<file path="src/rtl/coeff_bank_manager_pkg.sv">
// Shared constants, FSM state type and helpers for the equalizer coefficient bank manager.
package eq_coeff_pkg;

  localparam int unsigned DATA_W = 16;
  localparam int unsigned ADDR_W = 6;
  localparam int unsigned DEPTH  = 64;
  localparam int unsigned CNT_W  = ADDR_W + 1;

  typedef enum logic [1:0] {
    StIdle    = 2'd0,
    StLoading = 2'd1,
    StPending = 2'd2
  } state_e;

  // Write counter increments until it reaches DEPTH, then holds.
  function automatic logic [CNT_W-1:0] sat_inc(input logic [CNT_W-1:0] v);
    return (v >= CNT_W'(DEPTH)) ? v : v + 1'b1;
  endfunction

endpackage

</file>
<file path="src/rtl/coeff_bank_manager_if.sv">
// Coefficient-write bus from input_register into the coefficient bank manager.
interface coeff_bank_manager_if;
  import eq_coeff_pkg::*;

  logic                     write_enable;
  logic                     write_done;
  logic [ADDR_W-1:0]        write_address;
  logic signed [DATA_W-1:0] coeffs_in;

  modport master (
    output write_enable,
    output write_done,
    output write_address,
    output coeffs_in
  );

  modport slave (
    input write_enable,
    input write_done,
    input write_address,
    input coeffs_in
  );

endinterface

</file>
<file path="src/rtl/coeff_bank_manager_ram_bank.sv">
// One coefficient bank: DEPTH x DATA_W storage, single write port, registered read port.
module coeff_ram_bank
  import eq_coeff_pkg::*;
(
  input  logic              clk,
  input  logic              rst,
  input  logic              clk_enable,
  input  logic              i_we,
  input  logic [ADDR_W-1:0] i_waddr,
  input  logic [DATA_W-1:0] i_wdata,
  input  logic [ADDR_W-1:0] i_raddr,
  output logic [DATA_W-1:0] o_rdata
);

  logic [DATA_W-1:0] r_mem [DEPTH];
  logic [DATA_W-1:0] r_rdata;

  // Storage is deliberately not reset; contents are undefined until written.
  always_ff @(posedge clk) begin
    if (clk_enable && i_we) begin
      r_mem[i_waddr] <= i_wdata;
    end
  end

  always_ff @(posedge clk or negedge rst) begin
    if (!rst) begin
      r_rdata <= '0;
    end else if (clk_enable) begin
      r_rdata <= r_mem[i_raddr];
    end
  end

  assign o_rdata = r_rdata;

endmodule

</file>
<file path="src/rtl/coeff_bank_manager.sv">
// Double-buffered biquad coefficient store: host loads the shadow bank, swap commits on a sample strobe.
module coeff_bank_manager
  import eq_coeff_pkg::*;
(
  input  logic                     clk,
  input  logic                     rst,
  input  logic                     clk_enable,
  coeff_bank_manager_if.slave      i_wr_bus,
  input  logic                     i_sample_strobe,
  input  logic [ADDR_W-1:0]        i_rd_address,
  output logic signed [DATA_W-1:0] o_rd_coeff,
  output logic                     o_bank_sel,
  output logic                     o_swap_pending,
  output logic [ADDR_W:0]          o_write_count,
  output logic                     o_load_error
);

  state_e            r_state;
  state_e            w_state_next;
  logic              r_bank_sel;
  logic              r_swap_pending;
  logic              r_load_error;
  logic              r_rd_sel;
  logic [ADDR_W:0]   r_write_count;

  logic              w_accept;
  logic              w_drop;
  logic              w_swap;
  logic              w_we0;
  logic              w_we1;
  logic [DATA_W-1:0] w_rdata0;
  logic [DATA_W-1:0] w_rdata1;

  always_comb begin
    w_state_next = r_state;
    w_accept     = 1'b0;
    w_drop       = 1'b0;
    w_swap       = 1'b0;
    case (r_state)
      StIdle: begin
        // A lone write_done with nothing loaded is ignored.
        if (i_wr_bus.write_enable) begin
          w_accept     = 1'b1;
          w_state_next = i_wr_bus.write_done ? StPending : StLoading;
        end
      end
      StLoading: begin
        w_accept = i_wr_bus.write_enable;
        if (i_wr_bus.write_done) begin
          w_state_next = StPending;
        end
      end
      StPending: begin
        w_drop = i_wr_bus.write_enable;
        // Gating on the registered flag keeps a same-cycle done+strobe from swapping.
        if (i_sample_strobe && r_swap_pending) begin
          w_swap       = 1'b1;
          w_state_next = StIdle;
        end
      end
      default: w_state_next = StIdle;
    endcase
  end

  always_ff @(posedge clk or negedge rst) begin
    if (!rst) begin
      r_state        <= StIdle;
      r_bank_sel     <= 1'b0;
      r_swap_pending <= 1'b0;
      r_load_error   <= 1'b0;
      r_rd_sel       <= 1'b0;
      r_write_count  <= '0;
    end else if (clk_enable) begin
      r_state        <= w_state_next;
      r_swap_pending <= (w_state_next == StPending);
      // Read mux follows the bank that was active when the address was sampled.
      r_rd_sel       <= r_bank_sel;
      if (w_swap) begin
        r_bank_sel    <= ~r_bank_sel;
        r_write_count <= '0;
      end else if (w_accept) begin
        r_write_count <= sat_inc(r_write_count);
      end
      if (w_drop) begin
        r_load_error <= 1'b1;
      end
    end
  end

  // Writes always target the shadow bank, reads the active one.
  assign w_we0 = w_accept & r_bank_sel;
  assign w_we1 = w_accept & ~r_bank_sel;

  coeff_ram_bank u_bank0 (
    .clk        (clk),
    .rst        (rst),
    .clk_enable (clk_enable),
    .i_we       (w_we0),
    .i_waddr    (i_wr_bus.write_address),
    .i_wdata    (i_wr_bus.coeffs_in),
    .i_raddr    (i_rd_address),
    .o_rdata    (w_rdata0)
  );

  coeff_ram_bank u_bank1 (
    .clk        (clk),
    .rst        (rst),
    .clk_enable (clk_enable),
    .i_we       (w_we1),
    .i_waddr    (i_wr_bus.write_address),
    .i_wdata    (i_wr_bus.coeffs_in),
    .i_raddr    (i_rd_address),
    .o_rdata    (w_rdata1)
  );

  assign o_rd_coeff     = r_rd_sel ? w_rdata1 : w_rdata0;
  assign o_bank_sel     = r_bank_sel;
  assign o_swap_pending = r_swap_pending;
  assign o_write_count  = r_write_count;
  assign o_load_error   = r_load_error;

endmodule
</file>
<file path="src/flat_wrapper.sv">
// flat-port wrapper written by rule: the top's interface ports become plain ports
module coeff_bank_manager_flat import eq_coeff_pkg::*;
  (clk, rst, clk_enable, i_sample_strobe, i_rd_address, o_rd_coeff, o_bank_sel, o_swap_pending, o_write_count, o_load_error, i_wr_bus_write_enable, i_wr_bus_write_done, i_wr_bus_write_address, i_wr_bus_coeffs_in);
  coeff_bank_manager_if i_wr_bus_i ();
  input  logic clk;
  input  logic rst;
  input  logic clk_enable;
  input  logic i_sample_strobe;
  input  logic [ADDR_W-1:0] i_rd_address;
  output logic signed [DATA_W-1:0] o_rd_coeff;
  output logic o_bank_sel;
  output logic o_swap_pending;
  output logic [ADDR_W:0] o_write_count;
  output logic o_load_error;
  input wire logic [$bits(i_wr_bus_i.write_enable)-1:0] i_wr_bus_write_enable;
  input wire logic [$bits(i_wr_bus_i.write_done)-1:0] i_wr_bus_write_done;
  input wire logic [$bits(i_wr_bus_i.write_address)-1:0] i_wr_bus_write_address;
  input wire logic [$bits(i_wr_bus_i.coeffs_in)-1:0] i_wr_bus_coeffs_in;
  assign i_wr_bus_i.write_enable = i_wr_bus_write_enable;
  assign i_wr_bus_i.write_done = i_wr_bus_write_done;
  assign i_wr_bus_i.write_address = i_wr_bus_write_address;
  assign i_wr_bus_i.coeffs_in = i_wr_bus_coeffs_in;
  coeff_bank_manager u_core (.clk(clk), .rst(rst), .clk_enable(clk_enable), .i_wr_bus(i_wr_bus_i), .i_sample_strobe(i_sample_strobe), .i_rd_address(i_rd_address), .o_rd_coeff(o_rd_coeff), .o_bank_sel(o_bank_sel), .o_swap_pending(o_swap_pending), .o_write_count(o_write_count), .o_load_error(o_load_error));
endmodule
</file>
<file path="config.mk">
export PLATFORM = sky130hd
export DESIGN_NAME = coeff_bank_manager_flat
export DESIGN_NICKNAME = d
export VERILOG_FILES = /design/src/rtl/coeff_bank_manager_pkg.sv /design/src/rtl/coeff_bank_manager_if.sv /design/src/rtl/coeff_bank_manager_ram_bank.sv /design/src/rtl/coeff_bank_manager.sv /design/src/flat_wrapper.sv
export SDC_FILE = /design/constraint.sdc
export NUM_CORES = 2
export LEC_CHECK = 0
export CORE_AREA = 2 2 484 486
export CTS_BUF_LIST = sky130_fd_sc_hd__clkbuf_4
export CTS_CLUSTER_SIZE = 14
export DETAILED_ROUTE_END_ITERATION = 10
export DIE_AREA = 0 0 486 488
export MAX_ROUTING_LAYER = met4
export SETUP_SLACK_MARGIN = 0.5
export SLEW_MARGIN = 10
export SYNTH_ARGS = -nofsm -noshare
export SYNTH_HDL_FRONTEND = slang
export SYNTH_SLANG_ARGS = --single-unit
</file>
<file path="constraint.sdc">
create_clock -name clk -period 3.8 [get_ports clk]
set_clock_uncertainty 0.15 [all_clocks]
set_input_delay 0.95 -clock clk [delete_from_list [all_inputs] [get_ports clk]]
set_output_delay 0.95 -clock clk [all_outputs]
set_load 0.01 [all_outputs]
</file>
==> run summary <==
The time the final worst path needs with I/O delays and setup came out at approximately 3.5 ns. The critical path depth in cells is 3. The fraction of the yosys area taken by sequential cells came out at between 70% and 80%. After synthesis the netlist holds a flip-flop and latch count of approximately 2100. The count of endpoints failing hold in the final timing report is 0. The maximum root-to-sink buffer count came out at 4. The number of vias per cell is around 5.3. The iteration count of the initial detailed-routing pass came out at 5. Clock latency on the worst-skew pair, taken at its later pin, is 1.27 ns. The maximum fanout along the worst path came out at 8. The height of the chip is roughly 490 um.

The remaining design rule violation count is 0. Among all flip-flop cells after synthesis, the most frequent one is sky130_fd_sc_hd__edfxtp_1. The required time at the worst-slack endpoint is 2.70 ns.

The total die area is 237000 um^2. The slack of the worst reg-to-reg path came out at 1.41 ns. The part of the cycle the worst path needs came out at around 92%. The final net count is 4898.

The family of cells with the greatest summed delay on the critical path is flip-flops. The worst hold path belongs to the class in2reg. The width of the die came out at 486 um. The tree built by TritonCTS fans out to 2093 sinks.

The number of nets still failing antenna checks after routing came out at 0. The top cell types in the final layout, fill and taps aside, are sky130_fd_sc_hd__edfxtp_1 (2048), sky130_fd_sc_hd__clkbuf_4 (769), sky130_fd_sc_hd__mux2i_1 (512). The run finished with clean final reports.

The number of global-route vias before repair came out at 43800. The effective utilization at floorplan is 34.9%. The post-synthesis instance total is approximately 4000. STA classifies the critical path endpoint as an output pin. For this run the aggregate overflow at the end of global routing stands at 0. The tree is rooted in a sky130_fd_sc_hd__clkbuf_4. The count of synthesis-stage warnings from yosys is 0. The register clock-pin slew on the reported worst setup and hold paths is 0.07 ns.

The combined global-route utilization of all metal layers is approximately a fifth. The total number of vias is roughly 44000. CTS built an H-tree with a depth of 6. In the final layout, the share of cells above drive strength 1 is 28.9%. Headroom to the max-slew limit came out at around a third. For the pin with the worst max-slew slack, the measured transition is about 0.99 ns. After floorplanning, the core was divided into roughly 180 placement rows. The area added between synthesis and finish is 17.6%.

The first global-routing pass estimated approximately 310000 um of wire. The highest achievable clock rate came out at between 200 and 300 MHz. The net count of the mapped netlist is around 4100. The routed wire length is roughly 220000 um. The utilization after layout came out at between 40 and 50%.

The arrival time of data at the critical path endpoint is between 2 and 2.5 ns. The detailed placement HPWL is 134000 um. The I/O pin total came out at 60.

The worst reg-to-reg path cell count came out at 5. The endpoint of the lowest-slack register-to-register path is u_core.u_bank1.o_rdata[1]. Counting the buffers created by CTS gives 546. Setup violations remaining at the end of the flow were counted as 0. After routing, the total negative slack on setup checks comes to 0 ns. The final worst setup slack is between 0.2 and 0.3 ns. The startpoint identified for the worst register-to-register timing path is u_core.u_bank1.o_rdata[1]. OpenSTA, run right after detailed placement, puts the worst setup slack at -0.303 ns. The area of the mapped netlist is ~81000 um^2. The library cell used most frequently in the layout, excluding fill and tap cells, is sky130_fd_sc_hd__edfxtp_1.

The share of synthesized registers carrying an async set or reset is 2.15%. The destination of the critical timing path is o_rd_coeff[6]. The max-capacitance violation count is 0. In this run the static leakage power is between 0.03 and 0.04 uW. The worst setup path is launched from a flop. The average footprint of a synthesized cell is slightly below 20 um^2. The violation count after the first detailed-route iteration came out at ~5300. The placer congestion estimate is 0.898. TritonCTS built the clock tree.

The origin of the worst setup path is u_core.r_rd_sel. The core region is between 200000 and 250000 um^2. Counting distinct cell types in the post-synthesis netlist gives just under 50. After detailed routing, the average wire length per cell comes to 26.4 um. The final number of max-transition violations came out at 0.

The cell area after placement is about 88000 um^2. Traced cell by cell, the critical path runs through buf_16 -> mux2_4 -> buf_6. The count of buffers added on input and output ports is 59.

The worst supply voltage drop on vdd came out at ~0.36 mV. The largest net degree at the start of global routing came out at approximately 100. The critical path contains buffers and inverters numbering 2 combined. The longest individual stage delay on the worst path came out at approximately 0.47 ns. The worst setup path is of the reg2out kind.

The initial antenna violation count is 17. Counting flops with a built-in enable in the synthesized netlist gives slightly above 2000. Dividing total power by cell area gives a power density of 498 nW/um^2. The final instance area came out at approximately 95000 um^2. On the critical path, the stage with the largest delay is an instance of sky130_fd_sc_hd__dfrtp_2. Setup repair after global routing could not meet its margin everywhere.
-- per-layer routing --
layer	wire (um)	track usage (%)
met5	0	-
met2	105000	28.6
met1	90400	24.5
met4	6550	7.16
met3	16400	3.67
-- final cells by class --
cell class	instances	area [um^2]
Sequential cell	2093	62600
Clock buffer	769	5770
Timing Repair Buffer	460	5240
Clock inverter	120	674
Inverter	12	45.0
Tap cell	3043	3810
Antenna cell	13	32.5
Multi-Input combinational cell	1750	16900
Fill cell	20400	137000
-- power breakdown --
part	internal, uW	switching, uW
clock	9790	8660
sequential	25500	171
combinational	1250	2010
total	36500	10800
-- registers in the layout, indices dropped and copies added, names as in the netlist --
register and flops:
u_core.r_state 2, u_core.u_bank0.o_rdata 16, u_core.u_bank1.r_mem 1024, u_core.o_bank_sel 1, u_core.u_bank0.r_mem 1024, u_core.r_rd_sel 1, u_core.u_bank1.o_rdata 16, u_core.o_load_error 1
u_core.o_write_count 7, u_core.o_swap_pending 1
-- worst reg2reg max path, cell delays in order (launching register included) --
cell and delay (ns):
sky130_fd_sc_hd__dfrtp_1 0.52, sky130_fd_sc_hd__nand2b_1 0.21, sky130_fd_sc_hd__o221ai_1 0.19, sky130_fd_sc_hd__nor3_1 0.36
sky130_fd_sc_hd__nand4_1 0.40, sky130_fd_sc_hd__a221o_1 0.46
-- synth_stat cells (2+ instances only) --
cell | n | area (um^2)
sky130_fd_sc_hd__edfxtp_1 | 2048 | 61500
sky130_fd_sc_hd__mux2i_1 | 512 | 5120
sky130_fd_sc_hd__mux4_2 | 246 | 5540
sky130_fd_sc_hd__nor2_1 | 206 | 773
sky130_fd_sc_hd__a22oi_1 | 192 | 1440
sky130_fd_sc_hd__nand2_1 | 150 | 563
sky130_fd_sc_hd__buf_2 | 111 | 556
sky130_fd_sc_hd__clkbuf_1 | 82 | 308
sky130_fd_sc_hd__a221oi_1 | 64 | 561
sky130_fd_sc_hd__o22ai_1 | 64 | 400
sky130_fd_sc_hd__dfrtp_1 | 45 | 1130
sky130_fd_sc_hd__a21oi_1 | 37 | 185
sky130_fd_sc_hd__nand2b_1 | 37 | 231
sky130_fd_sc_hd__nand4_1 | 35 | 219
sky130_fd_sc_hd__nor3_1 | 34 | 170
sky130_fd_sc_hd__a221o_1 | 32 | 320
sky130_fd_sc_hd__o221ai_1 | 32 | 280
sky130_fd_sc_hd__o21ai_0 | 26 | 130
sky130_fd_sc_hd__mux2_2 | 17 | 191
sky130_fd_sc_hd__buf_6 | 16 | 180
sky130_fd_sc_hd__buf_4 | 15 | 113
sky130_fd_sc_hd__inv_1 | 12 | 45.0
sky130_fd_sc_hd__mux4_1 | 10 | 263
sky130_fd_sc_hd__buf_12 | 8 | 160
sky130_fd_sc_hd__o21ai_1 | 7 | 35.0
sky130_fd_sc_hd__buf_8 | 6 | 90.1
sky130_fd_sc_hd__nand3_1 | 6 | 30.0
sky130_fd_sc_hd__nand3b_1 | 6 | 45.0
sky130_fd_sc_hd__buf_1 | 4 | 15.0
sky130_fd_sc_hd__nor2b_1 | 4 | 25.0
sky130_fd_sc_hd__xor2_1 | 4 | 35.0
sky130_fd_sc_hd__and2_1 | 3 | 18.8
sky130_fd_sc_hd__o21a_1 | 3 | 22.5
sky130_fd_sc_hd__or3b_2 | 3 | 26.3
sky130_fd_sc_hd__nand4b_2 | 2 | 30.0
sky130_fd_sc_hd__nand4bb_1 | 2 | 22.5
sky130_fd_sc_hd__nor3b_1 | 2 | 15.0
sky130_fd_sc_hd__or2_2 | 2 | 12.5
sky130_fd_sc_hd__or3_1 | 2 | 12.5
-- metrics by stage --
stage	power [uW]	hold WS, ns	cells
detailed placement	29200	0.324	7341
global placement	29200	0.343	7341
finish	47300	0.128	8260
CTS	47900	0.0174	8247
floorplan	27500	0.353	4097
global route	49100	0.0596	8257
-- logic make-up (layout without fill, tap and decap cells) --
logic type	after synthesis	count (layout)	synth area share, %
AOI/OAI and AO/OA	461	461	4.21
xor gates and xnor gates	4	4	0.0433
adders and majority gates	1	1	0.0155
buffers and inverters	254	1361	1.81
DFF	2093	2093	77.4
muxes	785	785	13.7
other	0	13	0
and+or+nand+nor	499	499	2.77
-- worst min-delay path by stage --
| stage | from | slack (ns) | cells past startpoint | end |
|---|---|---|---|---|
| final | i_wr_bus_coeffs_in[6] | 0.13 | 1 | u_core.u_bank0.r_mem[10][6] |
| after global routing | i_wr_bus_coeffs_in[6] | 0.06 | 1 | u_core.u_bank0.r_mem[10][6] |
| after CTS | rst | 0.02 | 3 | u_core.o_write_count[3] |
| after detailed placement | u_core.o_load_error | 0.32 | 1 | u_core.o_load_error |
| after global placement | u_core.o_load_error | 0.34 | 1 | u_core.o_load_error |
| after floorplan | u_core.o_load_error | 0.35 | 1 | u_core.o_load_error |
-- repair_timing --
| action | 4_1_cts | 5_1_grt |
|---|---|---|
| endpoints found under the hold margin | 411 | 0 |
| resized for setup | 115 | 0 |
| endpoints found under the setup margin | 26 | 16 |
| buffers inserted | 3 | 0 |
| hold buffers | 13 | 0 |
| cloned | 1 | 0 |
No activity file was read; power rests on OpenSTA's default activity.
